### src/rtl/fpu_sched_pkg.sv
// Shared constants for the FPU round-robin scheduler: op codes, FSM state
// encoding and the op-to-latency mapping.
package fpu_sched_pkg;

    localparam logic [1:0] OP_ADD = 2'b00;
    localparam logic [1:0] OP_SUB = 2'b01;
    localparam logic [1:0] OP_MUL = 2'b10;
    localparam logic [1:0] OP_DIV = 2'b11;

    localparam logic [1:0] ST_IDLE = 2'd0;
    localparam logic [1:0] ST_EXEC = 2'd1;
    localparam logic [1:0] ST_RESP = 2'd2;

    // Number of EXEC cycles to wait before the FPU result is sampled.
    function automatic int lat_of(input logic [1:0] op, input int lat_addsub,
                                  input int lat_mul, input int lat_div);
        case (op)
            OP_ADD, OP_SUB: return lat_addsub;
            OP_MUL:         return lat_mul;
            default:        return lat_div;
        endcase
    endfunction

endpackage

### src/rtl/rr_arbiter.sv
// Combinational round-robin arbiter: picks the first asserted request at or
// after ptr, wrapping from NUM_REQ-1 back to 0.
module rr_arbiter #(
    parameter int NUM_REQ = 4,
    localparam int ID_W = (NUM_REQ > 1) ? $clog2(NUM_REQ) : 1
) (
    input  logic [NUM_REQ-1:0] req,
    input  logic [ID_W-1:0]    ptr,
    output logic [NUM_REQ-1:0] grant,
    output logic [ID_W-1:0]    grant_idx,
    output logic               any_grant
);

    int unsigned idx;

    always_comb begin
        grant     = '0;
        grant_idx = '0;
        any_grant = 1'b0;
        idx       = 0;
        for (int k = 0; k < NUM_REQ; k++) begin
            idx = (32'(ptr) + 32'(k)) % 32'(NUM_REQ);
            if (!any_grant && req[idx]) begin
                grant[idx] = 1'b1;
                grant_idx  = ID_W'(idx);
                any_grant  = 1'b1;
            end
        end
    end

endmodule

### src/rtl/fpu_rr_scheduler.sv
// Shares one combinational FPU among NUM_REQ requesters: round-robin grant,
// operand capture, per-op latency wait, then a held response.
module fpu_rr_scheduler
    import fpu_sched_pkg::*;
#(
    parameter int NUM_REQ    = 4,
    parameter int LAT_ADDSUB = 1,
    parameter int LAT_MUL    = 2,
    parameter int LAT_DIV    = 6,
    localparam int ID_W = (NUM_REQ > 1) ? $clog2(NUM_REQ) : 1
) (
    input  logic                   clk,
    input  logic                   rst_n,
    input  logic [NUM_REQ-1:0]     req_valid,
    output logic [NUM_REQ-1:0]     req_ready,
    input  logic [32*NUM_REQ-1:0]  req_a,
    input  logic [32*NUM_REQ-1:0]  req_b,
    input  logic [2*NUM_REQ-1:0]   req_op,
    output logic [31:0]            fpu_a,
    output logic [31:0]            fpu_b,
    output logic [1:0]             fpu_opsel,
    input  logic [31:0]            fpu_result,
    output logic                   rsp_valid,
    input  logic                   rsp_ready,
    output logic [ID_W-1:0]        rsp_id,
    output logic [31:0]            rsp_data,
    output logic                   busy,
    output logic [1:0]             dbg_state
);

    localparam int LAT_MAX_AM = (LAT_ADDSUB > LAT_MUL) ? LAT_ADDSUB : LAT_MUL;
    localparam int LAT_MAX    = (LAT_MAX_AM > LAT_DIV) ? LAT_MAX_AM : LAT_DIV;
    localparam int CNT_W      = (LAT_MAX > 1) ? $clog2(LAT_MAX + 1) : 1;

    logic [1:0]         state;
    logic [ID_W-1:0]    rr_ptr;
    logic [ID_W-1:0]    id_reg;
    logic [CNT_W-1:0]   cnt;
    logic [31:0]        a_reg;
    logic [31:0]        b_reg;
    logic [1:0]         op_reg;
    logic [31:0]        data_reg;

    logic [NUM_REQ-1:0] grant;
    logic [ID_W-1:0]    grant_idx;
    logic               any_grant;
    logic [31:0]        sel_a;
    logic [31:0]        sel_b;
    logic [1:0]         sel_op;

    rr_arbiter #(.NUM_REQ(NUM_REQ)) u_arb (
        .req       (req_valid),
        .ptr       (rr_ptr),
        .grant     (grant),
        .grant_idx (grant_idx),
        .any_grant (any_grant)
    );

    always_comb begin
        sel_a  = '0;
        sel_b  = '0;
        sel_op = '0;
        for (int i = 0; i < NUM_REQ; i++) begin
            if (grant[i]) begin
                sel_a  = req_a[32*i +: 32];
                sel_b  = req_b[32*i +: 32];
                sel_op = req_op[2*i +: 2];
            end
        end
    end

    // Requester handshake: a transfer happens in any cycle where
    // req_valid[i] & req_ready[i]; ready is only offered from IDLE, at most one
    // bit at a time. Response handshake: rsp_valid & rsp_ready, with rsp_id and
    // rsp_data held stable while rsp_valid waits.
    always_ff @(posedge clk or negedge rst_n) begin
        if (!rst_n) begin
            state    <= ST_IDLE;
            rr_ptr   <= '0;
            id_reg   <= '0;
            cnt      <= '0;
            a_reg    <= '0;
            b_reg    <= '0;
            op_reg   <= '0;
            data_reg <= '0;
        end else begin
            case (state)
                ST_IDLE: begin
                    if (any_grant) begin
                        a_reg  <= sel_a;
                        b_reg  <= sel_b;
                        op_reg <= sel_op;
                        id_reg <= grant_idx;
                        rr_ptr <= (grant_idx == ID_W'(NUM_REQ - 1)) ? '0 : grant_idx + 1'b1;
                        cnt    <= CNT_W'(lat_of(sel_op, LAT_ADDSUB, LAT_MUL, LAT_DIV) - 1);
                        state  <= ST_EXEC;
                    end
                end
                ST_EXEC: begin
                    if (cnt == '0) begin
                        data_reg <= fpu_result;
                        state    <= ST_RESP;
                    end else begin
                        cnt <= cnt - 1'b1;
                    end
                end
                ST_RESP: begin
                    if (rsp_ready) begin
                        state <= ST_IDLE;
                    end
                end
                default: state <= ST_IDLE;
            endcase
        end
    end

    // Gating with rst_n keeps every output at zero while reset is held.
    assign req_ready = (state == ST_IDLE && rst_n) ? grant : '0;
    assign fpu_a     = a_reg;
    assign fpu_b     = b_reg;
    assign fpu_opsel = op_reg;
    assign rsp_valid = (state == ST_RESP);
    assign rsp_id    = id_reg;
    assign rsp_data  = data_reg;
    assign busy      = (state != ST_IDLE);
    assign dbg_state = state;

endmodule

### config.mk
export PLATFORM = sky130hd
export DESIGN_NAME = fpu_rr_scheduler
export DESIGN_NICKNAME = d
export VERILOG_FILES = /design/src/rtl/fpu_sched_pkg.sv /design/src/rtl/rr_arbiter.sv /design/src/rtl/fpu_rr_scheduler.sv
export SDC_FILE = /design/constraint.sdc
export NUM_CORES = 1
export LEC_CHECK = 0
export ABC_AREA = 1
export ABC_CLOCK_PERIOD_IN_PS = 4400
export CAP_MARGIN = 40
export CORE_AREA = 2 2 161 163
export CTS_BUF_LIST = sky130_fd_sc_hd__clkbuf_16
export CTS_CLUSTER_SIZE = 28
export DETAILED_ROUTE_END_ITERATION = 6
export DIE_AREA = 0 0 163 165
export SYNTH_ARGS = -nofsm -noshare
export SYNTH_HDL_FRONTEND = slang
export SYNTH_SLANG_ARGS = --single-unit
### constraint.sdc
create_clock -name clk -period 4.4 [get_ports clk]
set_clock_uncertainty 0.1 [all_clocks]
set_input_delay 0.88 -clock clk [delete_from_list [all_inputs] [get_ports clk]]
set_output_delay 0.88 -clock clk [all_outputs]
set_load 0.05 [all_outputs]
==> flow_summary.yaml, run 1 <==
timing:
  final-hold-violation-count: 0
  setup_tns_ns: 0
  finalMaxSlewViolations: 0
  slew_headroom: 0.570
  setup_viol: 0
  period_needed_ns: 3.85
  max_clock_freq_mhz: 260
  finalCritPeriodShare: 0.876
  rsz0062_at_grt: "no"
  worst_pin_slew_ns: 0.644
  hold_ws_ns: 0.395
floorplan:
  die_h_um: 165
  core_um2: 25000
  ios: 411
  die_area_um2: 26900
  num_rows: 58
  start_util: 0.269
  die_w_um: 163
cells_and_area:
  synthToLayoutAreaGrowth_pct: 69.9
  final_cell_mix: "clkdlybuf4s50_1 (405), a21oi_1 (197), nand2_1 (186), dfrtp_1 (107), inv_1 (85)"
  final_util: 0.457
  nFillCells: 2533
  final_nets: 1625
  drive_above_1_share: 0.0736
  final_common_cell: "clkdlybuf4s50_1"
  stdcell_area_um2: 11400
logic_synthesis:
  synth_cell_type_count: 29
  synth_top_area_frac: 0.398
  syn_area_um2: 6740
  synth_area_leader_cell: "dfrtp_1"
  syn_nets: 1247
  yosysWarnings: 0
  synth.avg_cell_area_um2: 7.20
  synth_area_leaders: "dfrtp_1 (40%), a21oi_1 (15%), nand2_1 (10%)"
  synth_cells: 935
  ys_ff_latch: 107
  yosysSeqAreaShare: 0.398
routing:
  drc: 0
  drtIter0Drc: 429
  wl_per_cell_um: 17.5
  route.vias.total: 7847
  drtPass1Iterations: 4
  vias_per_cell: 4.76
  final_antenna_net_count: 0
  routed_wirelength_um: 28900
global_route:
  grt_pass1_wl_um: 42200
  track_usage: 0.204
  first_global_vias: 7561
  grt_antenna_before_repair: 1
  grt_overflow: 0
  grt_max_degree: 54
worst_setup_path:
  crit_fanout: 21
  worstSetupPathType: "reg2out"
  arrival_ns: 2.87
  crit_family: "simple AND/OR/NAND/NOR gates"
  crit_chain: "inv_2 > ha_1 > inv_1 > nand3_1 > nand2_1 > nor2_2 > a21boi_1 > nand3_4 > nand2_1 > inv_1 > buf_4"
  cp.required_ns: 3.42
  critPathCaptureType: "primary output"
  crit_slowest_cell: "dfrtp_1"
  startpoint_type: "flop"
  cp_slowest_stage_delay_ns: 0.60
  path_buf_inv: 4
clock_network:
  cts_resized: 0
  cts_tree: "built"
  cts.sinks: 107
  cts_root_buf: "clkbuf_16"
  ctsHoldBuffers: 0
  numCtsBuffers: 9
  cts_setup_buffers: 0
  cts.clk_slew.worst_paths_ns: 0.09
  clk_path_buf_depth: 2
  insertion_delay_ns: 0.35
  h-tree-depth: 3
power_and_ir_drop:
  p_leak_uw: 0.00508
  power.density_nw_per_um2: 938
  total_power_uw: 10700
  vdd_drop_max_mv: 0.424
place:
  gp_congestion: 0.863
  dpl_cell_area_um2: 11100
  dp_hpwl_um: 22000
  io_buffers: 410
run:
  drv_cap: 0
hold_path:
  hold_class: "reg2reg"
  min_from: "fpu_opsel[0]"
run_status:
  status: "complete, no violations"
## cell usage after synthesis (all sizes together)
cell	count
dfrtp	107
nand2	189
a21oi	198
clkbuf	21
ha	9
mux2	32
a22oi	1
inv	90
or2	3
nand3	78
nand3b	1
xnor2	1
nand4	3
a21boi	3
a31oi	3
nor2	79
o31ai	1
buf	45
o21ai	71
## worst paths after layout
check | endpoint | slack (ns) | cells past startpoint
max | req_ready[0] | 0.55 | 11
min | fpu_opsel[0] | 0.40 | 2
max reg2reg | fpu_a[16] | 1.05 | 14
min reg2reg | fpu_opsel[0] | 0.40 | 2
max in group asynchronous | fpu_a[9] | 2.57 | 4
min in group asynchronous | fpu_opsel[0] | 0.54 | 2
## state kept, by name (all words and copies together), names as in the netlist, named ones only
register	cells
cnt	3
rsp_id	2
rsp_data	32
rr_ptr	1
fpu_a	32
fpu_opsel	2
fpu_b	32
dbg_state	2
## metal layers
layer  vias to the layer above  routed length, µm  part of all wire  global-route usage
li1                       3828                  -                 -                   -
met1                      3682              11500              0.40               0.241
met2                       320              14700              0.51               0.375
met3                        17               2310             0.080              0.0522
met4                         0                319             0.011              0.0390
met5                         -                  0                 0                   0
## area by class of cell
class                      instances  area (µm²)  share of cell area
clock inverter                     7        88.8             0.00776
clock buffer                       9         225              0.0197
multi-input combinational        672        3410               0.298
tap                              330         413              0.0361
sequential                       107        2680               0.234
antenna                            1        2.50            0.000219
inverter                          90         338              0.0295
timing repair buffer             433        4290               0.375
## worst register-to-register path: stages (launching register included)
cell	delay [ns]
dfrtp_1	0.60
inv_2	0.16
ha_1	0.41
inv_1	0.16
nand3_1	0.09
nand2_1	0.10
nor2_2	0.08
a21oi_2	0.17
nand3_4	0.10
inv_2	0.32
buf_4	0.34
nand3_1	0.10
a21oi_1	0.29
o21ai_0	0.12
a21oi_1	0.14
## metrics by stage
step                setup slack [ns]  instances
global placement               0.683       1631
detailed placement             0.630       1632
CTS                            0.495       1648
finish                         0.547       1649
global route                   0.328       1649
floorplan                      0.995        935
## power by group
| group | leakage (µW) | internal (µW) | switching, µW |
|---|---|---|---|
| clock | 0.000153 | 414 | 450 |
| sequential | 0.00124 | 1520 | 311 |
| combinational | 0.00369 | 2680 | 5360 |
## cells by family (layout without fill, tap and decap cells)
| family | Yosys count | count (layout) | synth area share |
|---|---|---|---|
| muxes | 32 | 32 | 0.0535 |
| xor gates and xnor gates | 1 | 1 | 0.00130 |
| and+or+nand+nor | 353 | 353 | 0.220 |
| DFF | 107 | 107 | 0.398 |
| adders and majority gates | 9 | 9 | 0.0167 |
| other | 0 | 1 | 0 |
| buffers and inverters | 156 | 539 | 0.103 |
| AOI/OAI and AO/OA | 277 | 277 | 0.209 |
Power figures use the tool's default switching activity.
==> run 2: changes to the inputs <==
--- a/config.mk
+++ b/config.mk
@@ -13,6 +13,7 @@
 export CTS_CLUSTER_SIZE = 28
 export DETAILED_ROUTE_END_ITERATION = 6
 export DIE_AREA = 0 0 163 165
+export REMOVE_ABC_BUFFERS = 1
 export SYNTH_ARGS = -nofsm -noshare
 export SYNTH_HDL_FRONTEND = slang
 export SYNTH_SLANG_ARGS = --single-unit
==> run 2 against run 1 <==
  * Non-clock buffer count shrank 7
  * Cell count shrank 0.49%
  * Fmax grew 5.4%
  * Critical path type unchanged
  * Critical endpoint is now req_ready[3]
  * Largest cell class unchanged
  * Largest power group unchanged
==> flow_summary.yaml, run 2 (synthesized netlist as in run 1, its figures left out) <==
worst_setup_path:
  crit_fanout: 12
  critPathCaptureType: "primary output"
  crit_top_cell: "nand2_1"
  cp.required_ns: 3.42
  cp_slowest_stage_delay_ns: 0.59
  crit_slowest_cell: "dfrtp_1"
  startpoint_type: "flop"
  timing.critical_path.to: "req_ready[3]"
  worstSetupPathType: "reg2out"
  arrival_ns: 2.68
  rrSetupSlack_ns: 0.99
  rr_worst_depth: 14
  r2r-end: "fpu_a[16]"
  crit_chain: "inv_2 > ha_1 > inv_1 > nand3_1 > nand2_1 > nand2_1 > nor2_1 > nand3_1 > nand3_4 > nand2_1 > inv_1 > buf_12"
routing:
  wl_per_cell_um: 17.2
  vias_per_cell: 4.74
  met3_length_um: 2330
  final_antenna_net_count: 0
  wl_met2_um: 14100
  top_layer_used: "met4"
  drt-met1-wl_um: 11400
  drtPass1Iterations: 4
  routed_wirelength_um: 28300
  drtIter0Drc: 329
  route.vias.total: 7782
  drc: 0
cells_and_area:
  final_nets: 1618
  final_util: 0.455
  seqCellArea_um2: 2680
  synthToLayoutAreaGrowth_pct: 69.1
  final_common_cell: "clkdlybuf4s50_1"
  drive_above_1_share: 0.0671
  nFillCells: 2584
  final_cell_mix: "clkdlybuf4s50_1 (405), a21oi_1 (197), nand2_1 (186), dfrtp_1 (107), inv_1 (85)"
  final_cell_count_no_fill: 1641
  diodes: 0
  multi_input_area_um2: 3410
run:
  drv_cap: 0
floorplan:
  die_area_um2: 26900
  ios: 411
  die_w_um: 163
  die_h_um: 165
  start_util: 0.269
  num_rows: 58
  core_um2: 25000
timing:
  slew_headroom: 0.442
  finalCritPeriodShare: 0.831
  period_needed_ns: 3.66
  rsz0062_at_grt: "no"
  hold_ws_ns: 0.385
  max_clock_freq_mhz: 273
  final-hold-violation-count: 0
  finalMaxSlewViolations: 0
  setup_viol: 0
  worst_pin_slew_ns: 0.837
clock_network:
  cts.clk_slew.worst_paths_ns: 0.07
  clk_path_buf_depth: 2
  numCtsBuffers: 9
  h-tree-depth: 3
  cts_tree: "built"
  cts_resized: 0
  cts_setup_buffers: 0
  cts.sinks: 107
  cts_root_buf: "clkbuf_16"
  insertion_delay_ns: 0.34
  ctsHoldBuffers: 0
place:
  gp_congestion: 0.882
  dp_hpwl_um: 20700
  io_buffers: 410
  dpl.cell_count: 1625
power_and_ir_drop:
  p_leak_uw: 0.00504
  power.density_nw_per_um2: 937
  vdd_drop_max_mv: 0.597
  total_power_uw: 10700
global_route:
  grt_pass1_wl_um: 42700
  grt_overflow: 0
  grt_max_degree: 133
  grt_antenna_before_repair: 0
  first_global_vias: 7578
  track_usage: 0.205
run_status:
  status: "complete, no violations"
hold_path:
  hold_class: "reg2reg"
[run 2: changes by cell type in the layout (fill, tap and decap cells not counted), sizes merged]
cell / before / now
clkinv: 3 / 4
inv: 94 / 92
buf: 28 / 21
clkinvlp: 0 / 1
diode: 1 / 0
[run 2: how the worst min path moves through the flow]
stage	start	to	cells past startpoint
5_1_grt	fpu_opsel[1]	fpu_opsel[1]	2
2_1_floorplan	cnt[2]	cnt[2]	2
3_5_place_dp	rsp_id[1]	rsp_id[1]	2
3_3_place_gp	rsp_id[1]	rsp_id[1]	2
4_1_cts	rsp_id[1]	rsp_id[1]	2
6_report	rsp_id[1]	rsp_id[1]	2
[run 2: critical path, delay by kind of cell, from the launching register on]
family	cells	cell delay [ns]
buf+inv	4	0.53
fa+ha+maj	1	0.39
simple gates	7	0.84
flops	1	0.59
[run 2: layout make-up]
class	instances	area share
Clock buffer	9	0.0198
Clock inverter	7	0.00373
Inverter	90	0.0297
Multi-Input combinational cell	672	0.300
Sequential cell	107	0.235
Tap cell	330	0.0362
Timing Repair Buffer	426	0.376
[run 2: metrics by stage]
step	setup TNS (ns)	instance area, µm²	worst slack, ns
after floorplan	-0.0572	6380	-0.0572
after global placement	0	11100	0.793
after detailed placement	0	11100	0.731
after CTS	0	11400	0.707
after global routing	0	11400	0.443
final	0	11400	0.743
[run 2: power by group]
group	switching (µW)	leakage, µW	total [µW]	internal, µW
Sequential	287	0.00124	1810	1530
Clock	392	0.000131	775	384
Combinational	5420	0.00367	8090	2670
Total	6100	0.00504	10700	4580
[run 2: routing by layer]
metal,GRT usage,vias to the layer above
met2,0.369,332
met3,0.0525,23
li1,-,3816
met4,0.0539,0
met1,0.241,3611
met5,0,-
==> run 3: changes to the inputs <==
--- a/config.mk
+++ b/config.mk
@@ -6,13 +6,13 @@
 export NUM_CORES = 1
 export LEC_CHECK = 0
 export ABC_AREA = 1
-export ABC_CLOCK_PERIOD_IN_PS = 4400
+export ABC_CLOCK_PERIOD_IN_PS = 3400
 export CAP_MARGIN = 40
-export CORE_AREA = 2 2 161 163
+export CORE_AREA = 2 2 158 160
 export CTS_BUF_LIST = sky130_fd_sc_hd__clkbuf_16
 export CTS_CLUSTER_SIZE = 28
 export DETAILED_ROUTE_END_ITERATION = 6
-export DIE_AREA = 0 0 163 165
+export DIE_AREA = 0 0 160 162
 export REMOVE_ABC_BUFFERS = 1
 export SYNTH_ARGS = -nofsm -noshare
 export SYNTH_HDL_FRONTEND = slang
==> constraint.sdc (replaced) <==
create_clock -name clk -period 3.4 [get_ports clk]
set_clock_uncertainty 0.1 [all_clocks]
set_input_delay 0.68 -clock clk [delete_from_list [all_inputs] [get_ports clk]]
set_output_delay 0.68 -clock clk [all_outputs]
set_load 0.05 [all_outputs]
==> run 3 against run 2 <==
  * Cell count up 0.24%
  * Via count down 0.10%
  * Die area down 3.6%
  * Critical path depth unchanged
  * Flip-flop and latch count unchanged
  * Worst setup slack worse by 0.45 ns
  * Critical path type unchanged
  * Sequential power up 29%
  * Count of clock-buffer cells in the layout unchanged
  * Global-route usage up 1.4 points
  * Clock power up 43%
  * Wire length up 2.2%
  * Total power up 32%
==> flow_summary.yaml, run 3 (synthesized netlist as in run 1, its figures left out) <==
run_status:
  status: "complete, no violations"
timing:
  max_clock_freq_mhz: 322
  finalCritPeriodShare: 0.914
  final-hold-violation-count: 0
  rsz0062_at_grt: "no"
  setup_viol: 0
  finalMaxSlewViolations: 0
  period_needed_ns: 3.11
  setup_tns_ns: 0
  slew_headroom: 0.577
  worst_pin_slew_ns: 0.633
place:
  dp_hpwl_um: 21600
  gp_congestion: 0.834
  dpl.cell_count: 1628
  io_buffers: 410
power_and_ir_drop:
  total_power_uw: 14000
  power.density_nw_per_um2: 1220
  pwr-share-seq: 0.166
  vdd_drop_max_mv: 0.779
  p_comb_frac: 0.755
  intPower_uw: 6140
  p_leak_uw: 0.00511
  switching_share: 0.563
  pwr-share-clk: 0.079
  p_switching_uw: 7900
worst_setup_path:
  crit_slowest_cell: "dfrtp_1"
  rr_worst_depth: 13
  crit_fanout: 6
  arrival_ns: 2.33
  rrSetupSlack_ns: 0.61
  r2r-end: "fpu_a[17]"
  startpoint_type: "flop"
  crit_family: "simple AND/OR/NAND/NOR gates"
  worstSetupPathType: "reg2out"
  rr_startpoint: "rr_ptr[1]"
  crit_chain: "inv_1 > ha_1 > inv_1 > nand3_1 > nand2_1 > nand2_1 > nor2_1 > nand3_1 > nand3_4 > nand2_1 > inv_1 > buf_12"
  crit_cells: 12
  cp_slowest_stage_delay_ns: 0.39
  cp.required_ns: 2.62
  critPathCaptureType: "primary output"
  path_buf_inv: 4
clock_network:
  clk_path_buf_depth: 2
  cts.sinks: 107
  ctsHoldBuffers: 0
  cts_tree: "built"
  cts.clk_slew.worst_paths_ns: 0.07
  cts_root_buf: "clkbuf_16"
  cts_setup_buffers: 0
  cts_resized: 0
  h-tree-depth: 3
  numCtsBuffers: 9
  insertion_delay_ns: 0.35
cells_and_area:
  final_common_cell: "clkdlybuf4s50_1"
  synthToLayoutAreaGrowth_pct: 70.9
  final_cell_count_no_fill: 1645
  final_cell_mix: "clkdlybuf4s50_1 (405), a21oi_1 (197), nand2_1 (186), dfrtp_1 (107), inv_1 (85)"
  drive_above_1_share: 0.0742
  final_nets: 1627
global_route:
  first_global_vias: 7839
  track_usage: 0.218
  grt_antenna_before_repair: 1
  grt_max_degree: 110
  grt_overflow: 0
  grt_pass1_wl_um: 44200
hold_path:
  hold_class: "in2async"
routing:
  final_antenna_net_count: 0
  top_layer_used: "met4"
  vias_per_cell: 4.73
  drtPass1Iterations: 5
  drt-met1-wl_um: 11700
  route.vias.total: 7774
  drtIter0Drc: 341
  met3_length_um: 2110
  wl_per_cell_um: 17.6
  routed_wirelength_um: 28900
  drc: 0
  wl_met2_um: 14500
floorplan:
  core_um2: 24100
  die_area_um2: 25900
  die_h_um: 162
  ios: 411
  die_w_um: 160
  start_util: 0.279
  num_rows: 57
run:
  drv_cap: 0
run 3: cell count changes in the layout (fill, tap and decap cells not counted):
cell | previous run | this run
buf_4 | 16 | 23
nand2_4 | 2 | 1
inv_6 | 2 | 1
clkinv_1 | 2 | 1
clkinv_4 | 0 | 1
inv_8 | 0 | 1
nand2_2 | 1 | 2
clkinv_2 | 2 | 1
diode_2 | 0 | 1
bufinv_16 | 0 | 1
buf_12 | 4 | 6
run 3: worst reg2reg max path: cells and delay by family (launching register included):
kind | cells | cell delay [ns]
flops | 1 | 0.39
fa+ha+maj | 1 | 0.31
simple gates | 6 | 0.65
compound gates | 3 | 0.62
buf+inv | 3 | 0.61
run 3: layer usage:
| metal | track usage | vias up |
|---|---|---|
| met5 | 0 | - |
| met4 | 0.0672 | 0 |
| li1 | - | 3836 |
| met1 | 0.255 | 3583 |
| met2 | 0.393 | 321 |
| met3 | 0.0554 | 34 |
run 3: area by class of cell:
type                            count  area, µm²
Clock inverter                      7       75.1
Multi-Input combinational cell    672       3410
Fill cell                        2446      12600
Antenna cell                        1       2.50
Inverter                           90        338
Sequential cell                   107       2680
Timing Repair Buffer              435       4370
Clock buffer                        9        225
Tap cell                          324        405
run 3: worst max-delay path by stage:
stage | slack (ns) | startpoint | end
after floorplan | -1.06 | flop | rr_ptr[1]
after global placement | 0.34 | req_valid[3] | req_ready[3]
after detailed placement | 0.31 | req_valid[3] | fpu_b[14]
after CTS | 0.27 | rr_ptr[1] | req_ready[3]
after global routing | 0.06 | rr_ptr[1] | req_ready[3]
final | 0.29 | rr_ptr[1] | req_ready[3]
run 3: metrics by stage:
step | area (µm²) | hold WS (ns) | worst slack (ns) | util
6_report | 11500 | 0.355 | 0.294 | 0.477
5_1_grt | 11500 | 0.398 | 0.0592 | 0.477
4_1_cts | 11500 | 0.369 | 0.270 | 0.477
3_5_place_dp | 11200 | 0.365 | 0.306 | 0.465
3_3_place_gp | 11200 | 0.367 | 0.342 | 0.464
2_1_floorplan | 6380 | 0.284 | -1.06 | -
run 3: power by group through the flow:
stage | Combinational, µW | Clock (µW) | Sequential (µW)
global route | 11500 | 1190 | 2420
detailed placement | 10700 | 0 | 2360
finish | 10600 | 1110 | 2330
global placement | 10600 | 0 | 2330
floorplan | 4630 | 0 | 4520
CTS | 10700 | 1150 | 2340
